===== config.mk =====
export PLATFORM = sky130hd
export DESIGN_NAME = line_buffer_3x3
export DESIGN_NICKNAME = d
export VERILOG_FILES = /design/src/rtl/line_buffer_3x3.sv
export SDC_FILE = /design/constraint.sdc
export NUM_CORES = 1
export LEC_CHECK = 0
export BUFFER_PORTS_ARGS = -buffer_cell sky130_fd_sc_hd__buf_2
export CELL_PAD_IN_SITES_DETAIL_PLACEMENT = 1
export CELL_PAD_IN_SITES_GLOBAL_PLACEMENT = 1
export CORE_AREA = 2 2 308 340
export DETAILED_ROUTE_END_ITERATION = 16
export DIE_AREA = 0 0 310 342
export GPL_TIMING_DRIVEN = 1
export PLACE_DENSITY_LB_ADDON = 0.1
export SLEW_MARGIN = 25
export SYNTH_ARGS = -nofsm -noshare
export SYNTH_HDL_FRONTEND = slang
export SYNTH_SLANG_ARGS = --single-unit

===== constraint.sdc =====
create_clock -name clk -period 4.7 [get_ports clk]
set_input_delay 0.705 -clock clk [delete_from_list [all_inputs] [get_ports clk]]
set_output_delay 0.705 -clock clk [all_outputs]
set_load 0.02 [all_outputs]

===== src/rtl/line_buffer_3x3.sv =====
`default_nettype none
// ============================================================================
//  Module      : line_buffer_3x3
//  Description : Streaming 3x3 sliding-window generator (valid mode, no
//                padding) built from two row line buffers and a 3x3 register
//                window. Optional macro WIN_STRIDE2_EN emits only windows
//                whose bottom-right pixel sits on an even row and even column.
//  Revision    : 1.0 - initial release
// ============================================================================
module line_buffer_3x3 #(
    parameter int DATA_W = 16,
    parameter int IMG_W  = 28,
    parameter int IMG_H  = 28
) (
    input  logic              clk,
    input  logic              rst,
    input  logic              valid_in,
    input  logic [DATA_W-1:0] pixel_in,
    output logic [DATA_W-1:0] data_out0,
    output logic [DATA_W-1:0] data_out1,
    output logic [DATA_W-1:0] data_out2,
    output logic [DATA_W-1:0] data_out3,
    output logic [DATA_W-1:0] data_out4,
    output logic [DATA_W-1:0] data_out5,
    output logic [DATA_W-1:0] data_out6,
    output logic [DATA_W-1:0] data_out7,
    output logic [DATA_W-1:0] data_out8,
    output logic              valid_out,
    output logic              frame_done
);

    localparam int CW = (IMG_W > 1) ? $clog2(IMG_W) : 1;
    localparam int RW = (IMG_H > 1) ? $clog2(IMG_H) : 1;
    localparam logic [CW-1:0] C_COL_LAST = CW'(IMG_W - 1);
    localparam logic [RW-1:0] C_ROW_LAST = RW'(IMG_H - 1);

    logic [CW-1:0]     r_col;
    logic [RW-1:0]     r_row;
    logic [DATA_W-1:0] r_lb0 [IMG_W];   // row r-1
    logic [DATA_W-1:0] r_lb1 [IMG_W];   // row r-2
    logic [DATA_W-1:0] r_win [9];
    logic              r_valid_out;
    logic              r_frame_done;

    logic              w_col_last;
    logic              w_row_last;
    logic              w_qual;
    logic [DATA_W-1:0] w_lb0_rd;
    logic [DATA_W-1:0] w_lb1_rd;

    assign w_col_last = (r_col == C_COL_LAST);
    assign w_row_last = (r_row == C_ROW_LAST);
    assign w_lb0_rd   = r_lb0[r_col];
    assign w_lb1_rd   = r_lb1[r_col];

`ifdef WIN_STRIDE2_EN
    assign w_qual = valid_in && (r_row >= RW'(2)) && (r_col >= CW'(2))
                    && !r_row[0] && !r_col[0];
`else
    assign w_qual = valid_in && (r_row >= RW'(2)) && (r_col >= CW'(2));
`endif

    // Line-buffer storage carries no reset; stale contents are never exposed
    // because windows are only flagged once two full rows have been written.
    always_ff @(posedge clk) begin
        if (valid_in) begin
            r_lb1[r_col] <= r_lb0[r_col];
            r_lb0[r_col] <= pixel_in;
        end
    end

    always_ff @(posedge clk) begin
        if (rst) begin
            r_col        <= '0;
            r_row        <= '0;
            r_valid_out  <= 1'b0;
            r_frame_done <= 1'b0;
            for (int k = 0; k < 9; k++) begin
                r_win[k] <= '0;
            end
        end else begin
            r_valid_out  <= w_qual;
            r_frame_done <= valid_in && w_col_last && w_row_last;
            if (valid_in) begin
                r_win[0] <= r_win[1];
                r_win[1] <= r_win[2];
                r_win[2] <= w_lb1_rd;
                r_win[3] <= r_win[4];
                r_win[4] <= r_win[5];
                r_win[5] <= w_lb0_rd;
                r_win[6] <= r_win[7];
                r_win[7] <= r_win[8];
                r_win[8] <= pixel_in;
                if (w_col_last) begin
                    r_col <= '0;
                    r_row <= w_row_last ? '0 : r_row + RW'(1);
                end else begin
                    r_col <= r_col + CW'(1);
                end
            end
        end
    end

    assign data_out0  = r_win[0];
    assign data_out1  = r_win[1];
    assign data_out2  = r_win[2];
    assign data_out3  = r_win[3];
    assign data_out4  = r_win[4];
    assign data_out5  = r_win[5];
    assign data_out6  = r_win[6];
    assign data_out7  = r_win[7];
    assign data_out8  = r_win[8];
    assign valid_out  = r_valid_out;
    assign frame_done = r_frame_done;

endmodule
`default_nettype wire

==> impl_metrics.tcl, run 1 <==
set metrics [dict create \
    status "complete, no violations" \
    cts_buffers 112 \
    gp_congestion 0.7337 \
    cts.htree.levels 3 \
    die_h_um 342 \
    cts_resized 0 \
    ys_warn_count 0 \
    layout_min_cycle_time_ns 3.198 \
    slew_headroom_pct 32.56 \
    maxCapViolCount 0 \
    remaining_drc_errors 0 \
    syn_nets 2021 \
    leakagePower_nw 15.41 \
    period_share_pct 68.04 \
    start_util_pct 39.55 \
    hold_path_class "in2reg" \
    slew_violations 0 \
    final_common_cell "edfxtp_1" \
    ioPinCount 165 \
    cts_max_path_buffers 3 \
    overflow 0 \
    antenna_cells 0 \
    async_flop_share_pct 0 \
    die_x_um 310 \
    rsz0062_at_grt "false" \
    wire_per_inst_um 31.36 \
    synth_top_area_share_pct 76.66 \
    hp-start "rst" \
    drt_wl_total_mm 116.1 \
    cellPowerDensity_nw_per_um2 438.9 \
    io_buffers 164 \
    hold_viol_final 0 \
    hpwl_mm 61.80 \
    stdcell_count 3703 \
    place_inst 3499 \
    seq_area_frac_synth_pct 77.49 \
    synth-edff-count 1040 \
    clk_latency_ns 0.68 \
    hold_path_end "r_row[4]$_SDFFE_PP0P_" \
    layout_common_cells "edfxtp_1 (1040), buf_2 (164), mux2i_1 (148)" \
    ys_ff_latch 1057 \
    cts_tree "done" \
    path_common_cell "buf_4" \
    fmax_mhz 312.7 \
    crit_type "reg2reg" \
    crit_path_max_incr_delay_ns 0.61 \
    avgViaCountPerCell 5.510 \
    drive_gt1_share_pct 25.72 \
    yosys-top-cells-area "edfxtp_1 (77%), mux4_2 (7.6%), mux2i_1 (3.6%), and2_1 (2.0%), mux4_1 (1.1%)" \
    synth_ff_type "edfxtp_1" \
    cts.clk_slew.worst_paths_ns 0.06 \
    final_antenna_net_count 0 \
    max-vdd-ir-drop_mv 0.3525 \
    critPathLaunchType "flop" \
    syn_area_per_cell_um2 20.42 \
    hold_path_depth 2 \
    finalSetupTns_ns 0 \
    finalNetCount 2253 \
    yosysUniqueCellTypes 58 \
    postCtsSetupBuffers 0 \
    dieArea_um2 106000 \
    crit_arrival_ns 3.66 \
    skew_ns 0.02294 \
    reg2reg_slack_ns 1.50 \
    rows 124 \
    vias 20410 \
    place_ws_ns 1.484 \
    grt_pass1_vias 21580 \
    crit_path_end_kind "flop" \
    r2r-end "r_lb1[7][4]$_DFFE_PP_" \
    antenna_found_initial 5 \
    setup_viol 0 \
    crit_path_max_fanout 28 \
    design.core.area_um2 103000 \
    yosysTopAreaCell "edfxtp_1" \
    crit_chain "clkinv_1 > buf_4 > buf_4 > nand2_1 > buf_4 > o22ai_1 > a211oi_2 > buf_4" \
    cts_root_buf "clkbuf_16" \
    r2r_cells 8 \
    cts_num_sinks 1057 \
    setup_ws_ns 1.502 \
    synthCells 1995 \
    grt_max_degree 66 \
    grt_pass1_wl_mm 161.9 \
    required_ns 5.16 \
    drt_iter0_markers 1655 \
    cts_hold_buf 0 \
    slowest_stage "dfxtp_4" \
    track_usage_pct 21.94 \
    area_delta_synth_final_pct 14.90 \
    syn_area_um2 40740 \
    worst_pin_slew_ns 1.012 \
    firstDrtPassIters 5 \
]
[stage by stage]
| stage | hold slack [ns] | power (mW) | util [%] | cell area, um^2 |
|---|---|---|---|---|
| floorplan | 0.4524 | 11.63 | - | 40740 |
| global placement | 0.4729 | 12.10 | 42.00 | 43270 |
| detailed placement | 0.4833 | 12.14 | 42.00 | 43270 |
| CTS | 0.3528 | 20.77 | 45.44 | 46810 |
| global route | 0.4209 | 21.14 | 45.44 | 46810 |
| finish | 0.3923 | 20.54 | 45.44 | 46810 |
[power breakdown]
group / switching [mW] / internal (mW) / total, mW
combinational: 0.804 / 0.388 / 1.19
clock: 3.64 / 4.99 / 8.63
sequential: 0.0915 / 10.6 / 10.7
total: 4.54 / 16.0 / 20.5
[metal layers]
layer	vias to the layer above	routed length [um]	GRT usage [%]
met5	-	0	0
met4	0	2543	6.029
met3	146	5567	3.278
met2	586	57930	36.89
met1	11060	50070	29.81
li1	8613	-	-
[synth_stat cells, types with 5 or more instances]
master        n
nor2_1       16
and2_1      127
o22ai_1      11
nand2_1      58
buf_6        17
nor2b_1      13
a221oi_1      8
dfxtp_1      17
a31o_2       10
xor2_1        5
mux4_2      137
and3_1       37
edfxtp_1   1040
o211ai_1      5
mux4_1       17
o21ai_0      23
a31oi_1      15
clkbuf_1     40
mux2i_1     148
a21oi_1      16
mux2_2        6
a22oi_1      51
buf_2        31
ha_1          7
nand3_1      38
a2111oi_2     6
nor3_1        6
buf_12        9
a211oi_1     18
[final cells by class]
cell class	instances	area [um^2]
sequential	1057	31580
fill	9610	56210
timing repair buffer	227	1381
multi-input combinational	823	8548
tap	1386	1734
inverter	6	22.52
clock inverter	61	529.3
clock buffer	143	3013
[flip-flops by register name (all words and copies together), names as in the netlist, named ones only]
| name | count |
|---|---|
| frame_done | 1 |
| r_col | 5 |
| r_lb0 | 448 |
| r_lb1 | 448 |
| r_row | 5 |
| r_win | 144 |
| valid_out | 1 |
[logic make-up (layout without fill, tap and decap cells)]
family / after synthesis / count (layout) / synth area share (%)
flip-flops: 1057 / 1057 / 77.49
buffers and inverters: 115 / 437 / 1.978
XOR/XNOR: 6 / 6 / 0.1290
AO/OA/AOI/OAI: 187 / 187 / 3.354
multiplexers: 311 / 311 / 12.58
adder cells (fa/ha/maj): 7 / 7 / 0.2150
AND/OR/NAND/NOR: 312 / 312 / 4.248
[how the worst max path moves through the flow]
stage,startpoint,slack (ns),cells after the start,endpoint
3_3_place_gp,flop,1.51,6,r_lb1[18][5]$_DFFE_PP_
4_1_cts,flop,1.45,8,r_lb1[7][4]$_DFFE_PP_
2_1_floorplan,rst,1.47,2,r_win[0][0]$_SDFFCE_PN0P_
5_1_grt,flop,1.35,5,r_lb1[21][14]$_DFFE_PP_
6_report,flop,1.50,8,r_lb1[7][4]$_DFFE_PP_
3_5_place_dp,flop,1.48,8,r_lb1[7][4]$_DFFE_PP_
[worst max-delay path: cells and delay by family (launching register included)]
| family | cells | cell delay [ns] |
|---|---|---|
| compound gates | 2 | 0.63 |
| flops | 1 | 0.61 |
| buf+inv | 5 | 1.59 |
| simple gates | 1 | 0.10 |
(Power assumes the default switching activity.)
==> run 2, diff against run 1 <==
Settings changed: ABC_AREA set to 1, CORE_AREA 2 2 308 340 to 2 2 316 350, DIE_AREA 0 0 310 342 to 0 0 318 352.
Clock period 4.7 ns to 2.6 ns, I/O delays scaled along.
==> run 2 against run 1 <==
Global-route usage increased by 2.3 points. Non-clock buffer count grew 106. Die area up 5.6%. First-iteration DRC count grew 40%. Routed wire length is 18% higher. Combinational power rose to 2.7 times the previous value. Total power up 88%. Maximum frequency up 32%. Register-to-register slack worse by 1.3 ns. Clock power up 83%. Area after synthesis rose by 5.8%. Final cell count is 48% higher. Highest routed layer is now met5.
==> impl_metrics.tcl, run 2 <==
set metrics [dict create \
    hold_path_depth 1 \
    cellPowerDensity_nw_per_um2 766.4 \
    avgViaCountPerCell 5.202 \
    hold_path_class "in2reg" \
    dieArea_um2 111900 \
    slew_headroom_pct 43.22 \
    grt-busiest-layer "met2" \
    required_ns 3.12 \
    slew_violations 0 \
    status "complete, no violations" \
    overflow 0 \
    final_common_cell "nand2_1" \
    ys_ff_latch 1057 \
    ioPinCount 165 \
    worst_pin_slew_ns 0.8452 \
    rows 127 \
    slowest_stage "buf_4" \
    leakagePower_nw 19.45 \
    finalNetCount 3991 \
    r2r_cells 8 \
    crit_path_end_kind "flop" \
    reg.largest.list "r_lb0 (448), r_lb1 (448), r_win (144)" \
    path_common_cell "nor2_1" \
    setup_viol 0 \
    antenna_found_initial 8 \
    grtUsageMet3_pct 3.852 \
    crit_type "reg2reg" \
    cts_buffers 112 \
    fin_total_pwr_mw 38.53 \
    yosysTopAreaCell "edfxtp_1" \
    syn_area_per_cell_um2 11.57 \
    crit_chain "buf_12 > buf_4 > o21ai_0 > o21ai_1 > o21ai_0 > nor2_1 > nor2_1 > nor2_1" \
    yosys-top-cells-area "edfxtp_1 (72%), nand2_1 (9.2%), nand3_1 (5.3%), nor2_1 (3.5%), inv_1 (2.6%)" \
    design.core.area_um2 108200 \
    cts_tree "done" \
    crit_path_max_fanout 79 \
    cp_top_family "buffers and inverters" \
    cts.htree.levels 3 \
    ys_warn_count 0 \
    place_inst 5269 \
    grt_pass1_wl_mm 198.1 \
    crit_arrival_ns 2.94 \
    start_util_pct 39.82 \
    seq_area_frac_synth_pct 73.26 \
    met2_usage_pct 40.55 \
    io_buffers 164 \
    track_usage_pct 24.27 \
    synth_ff_type "edfxtp_1" \
    die_x_um 318 \
    cts_num_sinks 1057 \
    synth_top_area_share_pct 72.47 \
    remaining_drc_errors 0 \
    vias 28520 \
    period_share_pct 93.20 \
    area_delta_synth_final_pct 16.68 \
    firstDrtPassIters 7 \
    async_flop_share_pct 0 \
    synth.most_common_cell "nand2_1" \
    final_area_um2 50280 \
    clk_latency_ns 0.71 \
    synth-edff-count 1040 \
    syn_nets 3751 \
    cts_max_path_buffers 3 \
    fmax_mhz 412.7 \
    hp-start "pixel_in[11]" \
    maxCapViolCount 0 \
    layout_min_cycle_time_ns 2.423 \
    grt_max_degree 88 \
    yosysUniqueCellTypes 29 \
    stdcell_count 5482 \
    cts.clk_slew.worst_paths_ns 0.06 \
    setup_ws_ns 0.1768 \
    drt_iter0_markers 2325 \
    critPathLaunchType "flop" \
    antenna_cells 0 \
    drt_wl_total_mm 136.5 \
    whs_ns 0.05736 \
    use_met1_pct 32.43 \
    finish.utilization_pct 46.46 \
    postCtsSetupBuffers 0 \
    hold_path_end "r_lb0[26][11]$_DFFE_PP_" \
    finalSetupTns_ns 0 \
    hold_viol_final 0 \
    gp_congestion 0.7675 \
    final_antenna_net_count 0 \
    r2r-end "r_win[0][38]$_SDFFCE_PN0P_" \
    cts_root_buf "clkbuf_16" \
    rsz0062_at_grt "false" \
    wire_per_inst_um 24.91 \
    syn_area_um2 43090 \
    layout_common_cells "nand2_1 (1058), edfxtp_1 (1040), nand3_1 (459)" \
    drive_gt1_share_pct 13.17 \
    die_h_um 352 \
    place_area_um2 46660 \
    synthCells 3725 \
    place_ws_ns 0.06641 \
    yosys-top-cells-count "nand2_1 (1058), edfxtp_1 (1040), nand3_1 (459)" \
    max-vdd-ir-drop_mv 0.5059 \
    grt_pass1_vias 29030 \
    cp_num_buf_inv 2 \
    reg2reg_slack_ns 0.18 \
    crit_path_max_incr_delay_ns 0.48 \
    skew_ns 0.03452 \
    hpwl_mm 78.19 \
]
==> run 2: per-layer routing <==
layer  routed length [um]  up-vias  share of wire [%]
met3                 6746      214                4.9
met5                   38        -              0.028
met2                65600      736                 48
li1                     -    13050                  -
met4                 3998        6                2.9
met1                60150    14510                 44
==> run 2: cell type report <==
class                           count  area, um^2
Fill cell                       11480       57940
Clock buffer                      131        2917
Inverter                          309        1196
Tap cell                         1419        1775
Clock inverter                     81       688.2
Sequential cell                  1057       31590
Timing Repair Buffer              333        2793
Multi-Input combinational cell   2152        9321
==> run 2: cell families (layout without fill, tap and decap cells) <==
kind of cell             after synthesis  after routing  share of synthesized area (%)
AO/OA/AOI/OAI                        206            206                          2.532
XOR/XNOR                               5              5                         0.1016
adder cells (fa/ha/maj)                7              7                         0.2032
buffers and inverters                516            854                          5.592
flip-flops                          1057           1057                          73.26
AND/OR/NAND/NOR                     1934           1934                          18.31
==> run 2: worst reg2reg max path, stage by stage (launching register included) <==
cell and delay (ns):
dfxtp_4 0.44, buf_12 0.39, buf_4 0.50, o21ai_0 0.21
o21ai_1 0.21, o21ai_0 0.11, nor2_1 0.12, nor2_1 0.04
nor2_1 0.20
==> run 2: power breakdown <==
part           internal, mW  leakage (nW)  switching (mW)
registers              19.3          9.81           0.154
logic                 0.899          7.88            2.36
clock network          9.07          1.76            6.76
total                  29.3          19.4            9.28
==> run 2: repair_timing <==
action / in CTS / in global routing
setup endpoints to repair: 0 / 84
hold buffers: 1 / 0
resized for setup: 0 / 1
hold endpoints to repair: 4 / 0
==> run 2: worst max path at each step <==
stage	from	to	slack [ns]	depth (start not counted)
after floorplan	valid_in	r_win[0][0]$_SDFFCE_PN0P_	-0.54	3
after global placement	flop	r_win[0][80]$_SDFFCE_PN0P_	0.05	9
after detailed placement	flop	r_lb1[4][3]$_DFFE_PP_	0.07	11
after CTS	flop	r_lb1[4][3]$_DFFE_PP_	0.05	11
after global routing	flop	r_win[0][38]$_SDFFCE_PN0P_	0.03	8
final	flop	r_win[0][38]$_SDFFCE_PN0P_	0.18	8
